`config.mk`:
```
export PLATFORM = sky130hd
export DESIGN_NAME = reglk_ctrl
export DESIGN_NICKNAME = d
export VERILOG_FILES = /design/src/rtl/reglk_ctrl.sv
export SDC_FILE = /design/constraint.sdc
export NUM_CORES = 1
export LEC_CHECK = 0
export ABC_CLOCK_PERIOD_IN_PS = 2200
export BUFFER_PORTS_ARGS = -buffer_cell sky130_fd_sc_hd__buf_2
export CORE_MARGIN = 2
export CORE_UTILIZATION = 51
export CTS_CLUSTER_SIZE = 24
export DETAILED_ROUTE_END_ITERATION = 7
export PLACE_DENSITY = 0.76
export SYNTH_ARGS = -nofsm -noshare
export SYNTH_HDL_FRONTEND = slang
export SYNTH_SLANG_ARGS = --single-unit
```
`constraint.sdc`:
```
create_clock -name clk_i -period 2.2 [get_ports clk_i]
set_clock_uncertainty 0.15 [all_clocks]
set_input_delay 0.44 -clock clk_i [delete_from_list [all_inputs] [get_ports clk_i]]
set_output_delay 0.44 -clock clk_i [all_outputs]
set_load 0.01 [all_outputs]
```
`src/rtl/reglk_ctrl.sv`:
```
// reglk_ctrl: sticky lock-word array with SW/DBG round-robin writes and a JTAG key-unlock FSM.
module reglk_ctrl #(
  parameter int          NUM_WORDS  = 6,
  parameter int          WORD_W     = 32,
  parameter logic [31:0] UNLOCK_KEY = 32'hA5C3_5A3C,
  parameter int          MAX_TRIES  = 3
) (
  input  logic                        clk_i,
  input  logic                        rst_low,
  input  logic                        sw_req_i,
  input  logic [2:0]                  sw_idx_i,
  input  logic [WORD_W-1:0]           sw_wdata_i,
  output logic                        sw_gnt_o,
  output logic                        sw_err_o,
  input  logic                        dbg_req_i,
  input  logic [2:0]                  dbg_idx_i,
  input  logic [WORD_W-1:0]           dbg_wdata_i,
  output logic                        dbg_gnt_o,
  output logic                        dbg_err_o,
  input  logic                        jtag_key_valid_i,
  input  logic [31:0]                 jtag_key_i,
  input  logic                        jtag_relock_i,
  output logic                        jtag_unlocked_o,
  output logic                        lockout_o,
  output logic [NUM_WORDS*WORD_W-1:0] reglk_o
);
  typedef enum logic [1:0] {LOCKED, CHECK, UNLOCKED, LOCKOUT} state_t;
  state_t                             state;
  logic [NUM_WORDS-1:0][WORD_W-1:0]   words;
  logic [31:0]                        key_q;
  logic [2:0]                         tries;
  logic                               rr;
  logic                               sw_v, dbg_v, sel_sw, sel_dbg, sw_ok, dbg_ok, try_last;
  assign reglk_o = words;
  // rr=0 gives SW priority; a port in its response cycle is not eligible
  always_comb begin
    sw_v     = sw_req_i & ~sw_gnt_o & ~sw_err_o;
    dbg_v    = dbg_req_i & ~dbg_gnt_o & ~dbg_err_o;
    sel_sw   = sw_v & (~dbg_v | ~rr);
    sel_dbg  = dbg_v & ~sel_sw;
    sw_ok    = (32'(sw_idx_i) < NUM_WORDS) && !words[NUM_WORDS-1][0];
    dbg_ok   = (32'(dbg_idx_i) < NUM_WORDS) && state == UNLOCKED;
    try_last = 32'(tries) + 32'd1 == 32'(MAX_TRIES);
  end
  always_ff @(posedge clk_i or negedge rst_low) begin
    if (!rst_low) begin
      words           <= '0;
      state           <= LOCKED;
      key_q           <= '0;
      tries           <= '0;
      rr              <= 1'b0;
      sw_gnt_o        <= 1'b0;
      sw_err_o        <= 1'b0;
      dbg_gnt_o       <= 1'b0;
      dbg_err_o       <= 1'b0;
      jtag_unlocked_o <= 1'b0;
      lockout_o       <= 1'b0;
    end else begin
      sw_gnt_o  <= sel_sw & sw_ok;
      sw_err_o  <= sel_sw & ~sw_ok;
      dbg_gnt_o <= sel_dbg & dbg_ok;
      dbg_err_o <= sel_dbg & ~dbg_ok;
      if (sel_sw | sel_dbg) rr <= sel_sw;
      if (sel_sw && sw_ok) words[sw_idx_i] <= words[sw_idx_i] | sw_wdata_i;
      if (sel_dbg && dbg_ok) words[dbg_idx_i] <= dbg_wdata_i;
      case (state)
        LOCKED: if (jtag_key_valid_i) begin
          state <= CHECK;
          key_q <= jtag_key_i;
        end
        CHECK: if (key_q == UNLOCK_KEY) begin
          state           <= UNLOCKED;
          tries           <= '0;
          jtag_unlocked_o <= 1'b1;
        end else begin
          tries     <= tries + 3'd1;
          state     <= try_last ? LOCKOUT : LOCKED;
          lockout_o <= try_last;
        end
        UNLOCKED: if (jtag_relock_i) begin
          state           <= LOCKED;
          jtag_unlocked_o <= 1'b0;
        end
        default: ;
      endcase
    end
  end
endmodule
```
[Word level (Yosys, flattened, before mapping)]
Cells that the tools add are included.
Storage, ports and cells
  register bits: 236
  bits of input ports: 108
  output and inout port bits: 198
  word-level logic and storage cells: 87
Cells by class
  multiplexer cells: 19
  bitwise gates (word level): 23
  add/subtract/negate cells: 2
  equality and inequality tests: 7
  reductions and logical operators: 14
  $lt $le $gt $ge: 6
Operators with widths (number)
  bitwise mux 192 bit: 2
  2-to-1 mux 192 bit: 2
  demux 32 bit (select 3 bit): 2
  binary-select mux 32 bit (select 3 bit): 1
  2-to-1 mux 32 bit: 3
  == test 32 bit (second input constant): 1
  bitwise OR 32 bit: 1
  AND 1 bit: 10
  NOT 1 bit: 10
  < comparator 3 x 4 -> 1 bit (second input constant): 2
  2-to-1 mux 2 bit: 4
  >= comparator 3 x 1 -> 1 bit (second input constant): 2
  logical AND 1 bit: 6
  < comparator 3 bit (second input constant): 2
  != test 2 bit (second input constant): 3
  case mux 2 bit (3 select lines): 1
  AND reduction 3 bit: 2
  adder 3 x 1 -> 4 bit (second input constant): 1
  == test 4 x 2 -> 1 bit (second input constant): 1
  AND reduction 2 bit: 2
  adder 3 x 1 -> 3 bit (second input constant): 1
  2-to-1 mux 3 bit: 1
  nonzero test 3 bit: 1
  == test 2 x 1 -> 1 bit (second input constant): 1
  other kinds (7): 9

[Longest topological paths before layout]
Gate-level depths: netlist of run 1.
  word-level depth: 10
  mapped depth: 9
  depth with buffers taken out: 6

[Worst setup path after synthesis of run 1]
No wires, ideal clock.
  path kind: input -> register
  from: input sw_idx_i[0]
  to: register words, in the netlist reglk_o[108]
  arrival: 1.878 ns
  buffers on the path: 3
  data required time: 1.922 ns
  library setup time: 0.128 ns
  path slack: 0.044 ns
  cell stages on the path: 7
  cell sequence: buf_2 > buf_4 > buf_2 > mux2_2 > a211o_1 > nor3b_1 > o21ai_0
On the way
  word-level cells in the longest chain between the ends: 8
  elaborated cells between the ends (all ways): 15
  those cells by class: 3 x order compare; 8 x mux; 1 x bitwise; 3 x reduce/logical
Ends and longest elaborated chain
  start, declared: RTL line 11  | input logic [2:0] sw_idx_i,
  < comparator 3 x 4 -> 1 bit (not written as such) or >= comparator 3 x 1 -> 1 bit (tied branches): RTL line 64  | if (sel_sw && sw_ok) words[sw_idx_i] <= words[sw_idx_i] | sw_wdata_i;
  logical AND 1 bit (not written as such): RTL line 64
  2-to-1 mux 32 bit (not written as such): RTL line 64
  demux 32 bit (select 3 bit): RTL line 64
  bitwise mux 192 bit: RTL line 64
  2-to-1 mux 192 bit *: RTL line 64
  bitwise mux 192 bit: RTL line 65  | if (sel_dbg && dbg_ok) words[dbg_idx_i] <= dbg_wdata_i;
  2-to-1 mux 192 bit *: RTL line 65
  end signal, assigned by index: RTL line 64
  end signal, assigned by index: RTL line 65
  end, declared: RTL line 29  | logic [NUM_WORDS-1:0][WORD_W-1:0] words;
Mark *: on every way between the ends. The rest lies on a longest branch, timed or not. The select of a mux whose other input is x is not followed.
A chain may end at the register's enable or synchronous reset.

[Worst setup path in the final report of run 1]
  from: register words, in the netlist reglk_o[160]
  to: register words, in the netlist reglk_o[52]
On the way
  word-level cells in the longest chain between the ends: 6
Ends and longest elaborated chain
  zero test 1 bit *: RTL line 41  | sw_ok = (32'(sw_idx_i) < NUM_WORDS) && !words[NUM_WORDS-1][0];
  logical AND 1 bit *: RTL line 41
  logical AND 1 bit *: RTL line 64
  2-to-1 mux 192 bit *: RTL line 64
  bitwise mux 192 bit: RTL line 65
  2-to-1 mux 192 bit *: RTL line 65
Mark *: on every way between the ends. The rest lies on a longest branch, timed or not.

==> flow_summary_export.csv, run 1 <==
group,metric,value,unit
detailed_routing,viasPerCell,6.52,
placement,hpwl,32.8,mm
run_status,violations,"negative setup slack",
floorplanning,core_area,0.0261,mm2
logic_synthesis,synth_top_family_by_area,"compound AO/OA/AOI/OAI gates",
floorplanning,num_rows,59,
finish,nFillCells,1959,
worst_setup_path,crit_fanout,12,
placement,portBuffers,305,
detailed_routing,drc_errors,0,
logic_synthesis,synth_cell_type_count,61,
worst_setup_path,critPathRequiredTime,2.50,ns
logic_synthesis,syn_area,0.0136,mm2
clock_tree,cts_buffers,27,
sta,tightest_slew,0.671,ns
clock_tree,clkTransAtPathRegs,0.07,ns
finish,drive_above_1_share,33.0,%
clock_tree,clock_sinks,236,
clock_tree,cts_tree,"done",
worst_setup_path,cp-end-kind,"register",
detailed_routing,postRouteAntennaNets,0,
sta,drv_slew,0,
logic_synthesis,syn_nets,1547,
logic_synthesis,avgSynthCellArea,9.47,um2
finish,nets,1921,
sta,max_freq,444,MHz
logic_synthesis,yosysWarnings,0,
power_and_ir_drop,cellPowerDensity,1210,mW/mm2
sta,fin_ws,-0.0510,ns
sta,setup_tns,-0.285,ns
logic_synthesis,synth_compound_area_share,23.8,%
floorplanning,die_y,167,um
clock_tree,htree_num_levels,1,
floorplanning,die_w,167,um
logic_synthesis,synthSimpleGateAreaFrac,18.5,%
logic_synthesis,ys_ff_latch,236,
logic_synthesis,synth_fa_ha_area_share,0.553,%
logic_synthesis,synth_cells,1433,
clock_tree,clk_latency,0.53,ns
logic_synthesis,synth-xor-area-share,0,%
sta,finalHoldViolations,0,
logic_synthesis,ys_seq_area_share,43.5,%
detailed_routing,routed_wl,53.1,mm
clock_tree,root_buffer,"clkbuf_16",
placement,dpl-instance-area,0.0164,mm2
logic_synthesis,synthMuxAreaShare,8.84,%
grt,grt_pass1_vias,13500,
finish,fin_area,0.0179,mm2
sta,finalCritPeriodShare,102,%
worst_setup_path,critical_path.startpoint_type,"register",
grt,overflow,0,
grt,grt.total_usage,35.1,%
floorplanning,initial_core_util,52.1,%
sta,period_needed,2.25,ns
grt,grt_max_degree,55,
job,max_cap_violations,0,
logic_synthesis,async_reset_ff_share,100,%
worst_setup_path,path_class,"register to register",
worst_setup_path,rrSetupSlack,-0.05,ns
power_and_ir_drop,leakage,8.52,nW
placement,placed_cells,2069,
detailed_routing,wl_per_cell,24.5,um
power_and_ir_drop,irDropWorstVdd,872,uV
finish,areaGrowthSynthToFinish,32.2,%
sta,grt_setup_unrepaired,"true",
grt,grt_antenna_before_repair,5,
floorplanning,dieArea,0.0279,mm2
logic_synthesis,synth_flop_cell,"dfrtp_1",
finish,stdcell_count,2166,
sta,hold_slack,0.0288,ns
detailed_routing,vias,14100,
worst_hold_path,hold_path.class,"input pin to register",
detailed_routing,dr.pass1.iters,5,
floorplanning,ioPinCount,306,
run_status,status,"complete, but fails checks",
grt,grt_first_pass_wirelength,77.7,mm
logic_synthesis,synth_edf_count,0,
sta,max_slew_margin,55.0,%
sta,finalSetupViolCount,23,
detailed_routing,drtIter0Drc,1836,
placement,gp_congestion,0.900,
clock_tree,cts_max_path_buffers,3,
worst_setup_path,crit_arrival,2.55,ns
-- per-layer routing --
metal	up-vias	GRT usage [%]	part of all wire, %
met5	-	0	0.053
met4	4	15.4	5.3
met3	189	8.13	12
met2	1002	56.1	45
met1	6841	45.8	37
li1	6080	-	-
-- cells by family (layout without fill, tap and decap cells) --
kind of cell,after synthesis,in the layout
AO/OA/AOI/OAI,510,510
AND/OR/NAND/NOR,431,431
flip-flops,236,236
buffers and inverters,140,534
multiplexers,110,110
adder cells (fa/ha/maj),6,6
other,0,4
-- flip-flops by register name, indices dropped and copies added (netlist names) --
signal and cells:
key_q 32, sw_err_o 1, tries 3, dbg_gnt_o 1, lockout_o 1, sw_gnt_o 1, reglk_o 192, dbg_err_o 1
rr 1, state 2, jtag_unlocked_o 1
-- report_power, final --
group,switching (W),total [W],internal [W]
Sequential,0.00197,0.00851,0.00653
Combinational,0.00450,0.00832,0.00382
Clock,0.00192,0.00491,0.00299
-- path summary, 6_finish.rpt --
kind	from	to	cells after the start
hold reg to reg	key_q[11]$_DFFE_PN0P_	key_q[11]$_DFFE_PN0P_	1
hold / removal	jtag_key_i[14]	key_q[14]$_DFFE_PN0P_	2
setup / recovery	reglk_o[160]$_DFF_PN0_	reglk_o[52]$_DFF_PN0_	7
setup reg to reg	reglk_o[160]$_DFF_PN0_	reglk_o[52]$_DFF_PN0_	7
min in group asynchronous	rst_low	reglk_o[180]$_DFF_PN0_	2
max in group asynchronous	rst_low	reglk_o[87]$_DFF_PN0_	3
-- critical path: stages (launching register included) --
cell and delay, ns:
dfrtp_1 0.38, or4b_4 0.60, nor4_4 0.28, buf_4 0.19, buf_6 0.15, clkbuf_16 0.18, o21ai_0 0.09, o21ai_1 0.15
-- timing repair --
item | in CTS | in global routing
endpoints found under the setup margin | 0 | 107
resized for setup | 0 | 24
buffers inserted | 0 | 6
hold buffers | 30 | 1
hold endpoints to repair | 77 | 1
-- synthesized netlist by cell type (7+ instances only) --
| cell type | n | area [um2] |
|---|---|---|
| inv_1 | 11 | 41.3 |
| buf_2 | 37 | 185 |
| and3b_1 | 10 | 87.6 |
| a221o_1 | 7 | 70.1 |
| nor2_1 | 20 | 75.1 |
| and4_1 | 7 | 61.3 |
| nand2_1 | 201 | 754 |
| o21ai_0 | 246 | 1230 |
| a211o_1 | 9 | 78.8 |
| a21oi_1 | 27 | 135 |
| o31ai_1 | 10 | 75.1 |
| a2111oi_2 | 7 | 105 |
| a221oi_1 | 8 | 70.1 |
| o21ai_1 | 91 | 455 |
| o211a_1 | 74 | 741 |
| and2_1 | 12 | 75.1 |
| and3_1 | 67 | 419 |
| nor4_2 | 8 | 100 |
| nor2b_1 | 8 | 50.1 |
| mux2i_1 | 41 | 410 |
| nor4b_1 | 9 | 78.8 |
| nor4bb_1 | 26 | 260 |
| clkbuf_1 | 67 | 251 |
| mux2_2 | 68 | 766 |
| dfrtp_1 | 236 | 5910 |
| and4b_1 | 15 | 150 |
| nor3b_1 | 23 | 173 |
| buf_4 | 14 | 105 |
-- cell type report --
cell class                 instances  area, um2  share of cell area [%]
antenna                            4       10.0                  0.0558
timing repair buffer             473       3520                    19.6
multi-input combinational       1057       7070                    39.4
tap                              335        419                    2.34
clock inverter                    11        164                   0.914
clock buffer                      38        797                    4.45
sequential                       236       5910                    32.9
inverter                          12       45.0                   0.251
-- per-stage QoR --
step	util (%)	total power [W]	setup slack, ns
6_report	68.8	0.0217	-0.0510
5_1_grt	68.8	0.0228	-0.0881
4_1_cts	67.7	0.0214	0.00427
3_5_place_dp	62.8	0.0164	-0.0924
3_3_place_gp	62.8	0.0161	-0.0433
2_1_floorplan	-	0.0124	0.0441
-- cell usage in the layout, fill, tap and decap left out, drive strengths merged, types with 7 or more instances in the layout --
| cell | netlist | final |
|---|---|---|
| a21oi | 27 | 27 |
| nor2 | 21 | 21 |
| nand4 | 8 | 8 |
| dfrtp | 236 | 236 |
| buf | 57 | 436 |
| and4b | 15 | 15 |
| a221oi | 11 | 11 |
| nor2b | 8 | 8 |
| mux2i | 41 | 41 |
| nor3b | 24 | 24 |
| o31ai | 10 | 10 |
| o211a | 74 | 74 |
| nor4b | 9 | 9 |
| nand2 | 201 | 201 |
| inv | 11 | 12 |
| clkbuf | 71 | 44 |
| o21ai | 337 | 337 |
| mux2 | 68 | 68 |
| a211o | 9 | 9 |
| and3 | 67 | 67 |
| dlygate4sd3 | 0 | 31 |
| a221o | 7 | 7 |
| and4 | 7 | 7 |
| nor4 | 10 | 10 |
| and2 | 12 | 12 |
| a2111oi | 7 | 7 |
| nor4bb | 26 | 26 |
| and3b | 10 | 10 |
Power figures use the tool's default switching activity.
==> inputs of run 2 (changes only) <==
--- a/config.mk
+++ b/config.mk
@@ -12,6 +12,7 @@
 export CTS_CLUSTER_SIZE = 24
 export DETAILED_ROUTE_END_ITERATION = 7
 export PLACE_DENSITY = 0.76
+export RECOVER_POWER = 25
 export SYNTH_ARGS = -nofsm -noshare
 export SYNTH_HDL_FRONTEND = slang
 export SYNTH_SLANG_ARGS = --single-unit
==> flow_summary_export.csv, run 2 (same netlist as run 1, synthesis figures left out) <==
group,metric,value,unit
power_and_ir_drop,p_total,0.0217,W
placement,portBuffers,305,
sta,fin_ws,-0.0322,ns
placement,placed_cells,2069,
placement,pre_cts_ws,-0.0924,ns
worst_setup_path,slowest_delay,0.60,ns
worst_setup_path,path_class,"register to register",
sta,tightest_slew,1.45,ns
clock_tree,cts_buffers,27,
floorplanning,num_rows,59,
worst_hold_path,hp-start,"jtag_key_i[14]",
grt,grt.total_usage,35.1,%
sta,max_freq,448,MHz
floorplanning,initial_core_util,52.1,%
detailed_routing,routed_wl,53.0,mm
clock_tree,cts_max_path_buffers,3,
placement,dpl-instance-area,0.0164,mm2
placement,hpwl,32.8,mm
detailed_routing,drtIter0Drc,1883,
power_and_ir_drop,cellPowerDensity,1220,mW/mm2
worst_setup_path,critPathRequiredTime,2.51,ns
worst_setup_path,rr_endpoint,"reglk_o[52]$_DFF_PN0_",
sta,max_slew_margin,3.14,%
detailed_routing,dr_wl_met3,6.52,mm
detailed_routing,maxUsedRoutingLayer,"met5",
floorplanning,die_y,167,um
sta,hold_slack,0.0246,ns
finish,stdcell_count,2165,
clock_tree,clk_latency,0.54,ns
finish,nets,1921,
finish,drive_above_1_share,33.0,%
worst_setup_path,cp-end-kind,"register",
floorplanning,dieArea,0.0279,mm2
worst_setup_path,crit_fanout,12,
grt,grt_first_pass_wirelength,77.7,mm
grt,grt_pass1_vias,13500,
sta,finalCritPeriodShare,101,%
sta,grt_setup_unrepaired,"true",
worst_hold_path,min_to,"key_q[14]$_DFFE_PN0P_",
sta,drv_slew,0,
floorplanning,die_w,167,um
run_status,status,"complete, but fails checks",
finish,final_common_cell,"buf_2",
detailed_routing,drc_errors,0,
detailed_routing,vias,14100,
worst_hold_path,hold-path-cell-count,2,
grt,grt_antenna_before_repair,5,
sta,period_needed,2.23,ns
worst_setup_path,rrSetupSlack,-0.03,ns
detailed_routing,m1WireLength,19.5,mm
worst_setup_path,crit_arrival,2.54,ns
clock_tree,htree_num_levels,1,
detailed_routing,dr.pass1.iters,6,
worst_setup_path,slowest_stage,"or4b_4",
power_and_ir_drop,irDropWorstVdd,883,uV
finish,nFillCells,1969,
grt,overflow,0,
job,max_cap_violations,0,
placement,gp_congestion,0.900,
worst_setup_path,critical_path.startpoint_type,"register",
floorplanning,core_area,0.0261,mm2
finish,fin_area,0.0179,mm2
sta,finalHoldViolations,0,
finish,layout_common_cells,"buf_2 (303), o21ai_0 (241), dfrtp_1 (236)",
finish,largest_reg_flops,192,
run_status,violations,"negative setup slack",
worst_setup_path,ff2ff_path_depth,7,
grt,grt_max_degree,55,
clock_tree,clock_sinks,236,
power_and_ir_drop,leakage,8.51,nW
worst_setup_path,r2r-start,"reglk_o[160]$_DFF_PN0_",
clock_tree,root_buffer,"clkbuf_16",
finish,areaGrowthSynthToFinish,31.8,%
worst_setup_path,cp_cell_sequence,"or4b_4, nor4_4, buf_4, buf_6, clkbuf_16, o21ai_0, o21ai_1",
clock_tree,cts_tree,"done",
clock_tree,clkTransAtPathRegs,0.07,ns
worst_hold_path,hold_path.class,"input pin to register",
detailed_routing,viasPerCell,6.53,
detailed_routing,wl_met2,24.3,mm
detailed_routing,wl_per_cell,24.5,um
floorplanning,ioPinCount,306,
sta,finalSetupViolCount,23,
detailed_routing,postRouteAntennaNets,0,
-- run 2: how the worst max path moves through the flow --
stage	from	to	slack, ns	cells past startpoint
floorplan	sw_idx_i[0]	reglk_o[108]$_DFF_PN0_	0.04	7
finish	reglk_o[160]$_DFF_PN0_	reglk_o[52]$_DFF_PN0_	-0.03	7
global route	reglk_o[160]$_DFF_PN0_	reglk_o[10]$_DFF_PN0_	-0.09	6
CTS	sw_gnt_o$_DFF_PN0_	reglk_o[81]$_DFF_PN0_	0.004	7
global placement	sw_req_i	reglk_o[11]$_DFF_PN0_	-0.04	7
detailed placement	sw_idx_i[0]	reglk_o[14]$_DFF_PN0_	-0.09	7
-- run 2: area by class of cell --
type                            instances  area (um2)  area share (%)
Multi-Input combinational cell       1057        7070            39.5
Sequential cell                       236        5910            33.0
Timing Repair Buffer                  473        3480            19.4
Clock buffer                           38         797            4.46
Tap cell                              335         419            2.34
Clock inverter                         11         164           0.917
Inverter                               12        45.0           0.252
Antenna cell                            3        7.51          0.0420
-- run 2: repair_timing --
action                     4_1_cts  5_1_grt
gates resized for setup          0       24
hold endpoints to repair        77        1
buffers inserted                 0        6
hold buffers                    30        1
setup endpoints to repair        0      107
-- run 2: critical path: cells and delay by family (launching register included) --
family / cells / cell delay, ns
AO/OA/AOI/OAI: 2 / 0.23
buffers and inverters: 3 / 0.52
flip-flops: 1 / 0.38
AND/OR/NAND/NOR: 2 / 0.88
-- run 2: power by group --
part / total (W) / switching (W) / internal [W]
logic: 0.00830 / 0.00449 / 0.00381
clock network: 0.00492 / 0.00193 / 0.00299
registers: 0.00851 / 0.00198 / 0.00653
-- run 2: per-stage QoR --
step	utilization, %	TNS [ns]
after floorplan	-	0
after global placement	62.8	-0.443
after detailed placement	62.8	-2.51
after CTS	67.7	0
after global routing	68.6	-1.46
final	68.6	-0.203
-- run 2: per-layer routing --
metal  up-vias  GRT usage [%]
met3       195           8.13
li1       6071              -
met2      1028           56.1
met4         4           15.4
met5         -              0
met1      6846           45.8
==> inputs of run 3 (changes only) <==
--- a/config.mk
+++ b/config.mk
@@ -11,7 +11,7 @@
 export CORE_UTILIZATION = 51
 export CTS_CLUSTER_SIZE = 24
 export DETAILED_ROUTE_END_ITERATION = 7
-export PLACE_DENSITY = 0.76
+export PLACE_DENSITY = 0.81
 export RECOVER_POWER = 25
 export SYNTH_ARGS = -nofsm -noshare
 export SYNTH_HDL_FRONTEND = slang
==> flow_summary_export.csv, run 3 (same netlist as run 1, synthesis figures left out) <==
group,metric,value,unit
run_status,status,"complete, but fails checks",
run_status,violations,"negative setup slack",
worst_setup_path,cp_num_buf_inv,2,
placement,gp_congestion,0.878,
sta,finalHoldViolations,0,
power_and_ir_drop,leakage,8.34,nW
detailed_routing,postRouteAntennaNets,0,
placement,dpl-instance-area,0.0163,mm2
finish,fin_util,67.4,%
clock_tree,root_buffer,"clkbuf_16",
worst_setup_path,rrSetupSlack,-0.004,ns
finish,nets,1904,
worst_setup_path,slowest_delay,0.60,ns
power_and_ir_drop,power_switching,0.00847,W
worst_setup_path,critPathRequiredTime,2.47,ns
floorplanning,initial_core_util,52.1,%
finish,areaGrowthSynthToFinish,29.5,%
finish,layout_common_cells,"buf_2 (302), o21ai_0 (241), dfrtp_1 (236)",
worst_setup_path,crit_fanout,12,
detailed_routing,viasPerCell,6.61,
grt,grt_max_degree,58,
finish,final_common_cell,"buf_2",
power_and_ir_drop,cellPowerDensity,1210,mW/mm2
detailed_routing,routed_wl,52.3,mm
floorplanning,core_area,0.0261,mm2
grt,grt_antenna_before_repair,7,
sta,finalCritPeriodShare,100,%
power_and_ir_drop,p_total,0.0213,W
sta,finalSetupViolCount,2,
grt,grt_first_pass_wirelength,78.2,mm
sta,drv_slew,0,
grt,grt_pass1_vias,14000,
grt,grt.total_usage,35.1,%
detailed_routing,vias,14200,
power_and_ir_drop,p_sw_share,39.7,%
finish,drive_above_1_share,32.4,%
clock_tree,clock_sinks,236,
finish,fin_area,0.0176,mm2
floorplanning,die_w,167,um
sta,max_slew_margin,37.5,%
worst_setup_path,cp-end-kind,"register",
floorplanning,die_y,167,um
clock_tree,clkTransAtPathRegs,0.06,ns
clock_tree,clk_latency,0.54,ns
worst_setup_path,cpLargestDelayFamily,"simple AND/OR/NAND/NOR gates",
power_and_ir_drop,p_int,0.0129,W
worst_setup_path,slowest_stage,"or4b_4",
power_and_ir_drop,irDropWorstVdd,902,uV
sta,fin_ws,-0.00433,ns
clock_tree,cts_tree,"done",
power_and_ir_drop,p_comb_share,39.5,%
floorplanning,num_rows,59,
clock_tree,htree_num_levels,1,
job,max_cap_violations,0,
detailed_routing,dr.pass1.iters,6,
placement,pre_cts_ws,-0.0793,ns
worst_setup_path,critical_path.startpoint_type,"register",
sta,period_needed,2.20,ns
sta,tightest_slew,0.937,ns
detailed_routing,drtIter0Drc,1922,
sta,setup_tns,-0.00765,ns
floorplanning,ioPinCount,306,
finish,largest_reg_flops,192,
power_and_ir_drop,seq_power_share,39.9,%
worst_hold_path,hold_path.class,"input pin to register",
worst_setup_path,crit_arrival,2.47,ns
power_and_ir_drop,clkPwrFrac,20.6,%
grt,overflow,0,
worst_setup_path,cp_cell_sequence,"or4b_4, nor4_4, buf_6, buf_8, mux2i_1, o21ai_1",
clock_tree,cts_max_path_buffers,3,
sta,grt_setup_unrepaired,"true",
clock_tree,cts_buffers,26,
detailed_routing,drc_errors,0,
detailed_routing,wl_per_cell,24.3,um
worst_setup_path,path_class,"register to register",
finish,nFillCells,1936,
placement,portBuffers,305,
sta,max_freq,454,MHz
placement,hpwl,32.3,mm
floorplanning,dieArea,0.0279,mm2
## run 3: cell types whose count changed in the layout (fill, tap and decap cells not counted), sizes merged
cell,change
buf,-16
bufinv,-3
clkbuf,+3
diode,+2
dlygate4sd3,-3
inv,-1
## run 3: final timing paths
check,cells after the start,endpoint,startpoint
min in group asynchronous,2,reglk_o[118]$_DFF_PN0_,rst_low
setup reg to reg,6,reglk_o[41]$_DFF_PN0_,reglk_o[160]$_DFF_PN0_
hold / removal,2,key_q[13]$_DFFE_PN0P_,jtag_key_i[13]
max in group asynchronous,3,reglk_o[187]$_DFF_PN0_,rst_low
setup / recovery,6,reglk_o[41]$_DFF_PN0_,reglk_o[160]$_DFF_PN0_
hold reg to reg,1,key_q[6]$_DFFE_PN0P_,key_q[6]$_DFFE_PN0P_
## run 3: layout make-up
cell class | instances | area (um2) | area share, %
Antenna cell | 5 | 12.5 | 0.0712
Clock buffer | 38 | 767 | 4.37
Clock inverter | 7 | 62.6 | 0.356
Inverter | 12 | 45.0 | 0.256
Multi-Input combinational cell | 1057 | 7090 | 40.3
Sequential cell | 236 | 5910 | 33.6
Tap cell | 335 | 419 | 2.39
Timing Repair Buffer | 457 | 3270 | 18.6
## run 3: timing repair
item / CTS / global route
pin swaps: 0 / 6
buffers inserted: 0 / 3
gates resized for setup: 1 / 33
hold buffers: 27 / 1
setup endpoints to repair: 1 / 114
cloned: 0 / 3
hold endpoints to repair: 76 / 1
## run 3: layer usage
layer	global-route usage (%)	up-vias	share of wire [%]
met5	0	-	0.025
met1	42.4	6873	35
met3	8.89	232	12
li1	-	6023	-
met2	57.8	1062	47
met4	19.2	2	6.1
## run 3: power by group through the flow
stage | Sequential [W] | Combinational, W | Clock [W]
2_1_floorplan | 0.00875 | 0.00361 | 0
3_3_place_gp | 0.00827 | 0.00779 | 0
3_5_place_dp | 0.00836 | 0.00808 | 0
4_1_cts | 0.00834 | 0.00818 | 0.00437
5_1_grt | 0.00872 | 0.00907 | 0.00456
6_report | 0.00852 | 0.00842 | 0.00439
## run 3: metrics by stage
step,hold WS (ns),std cells
after global routing,0.0201,2147
final,0.0107,2147
after global placement,0.276,2063
after detailed placement,0.281,2063
after floorplan,-0.00559,1433
after CTS,0.000587,2135
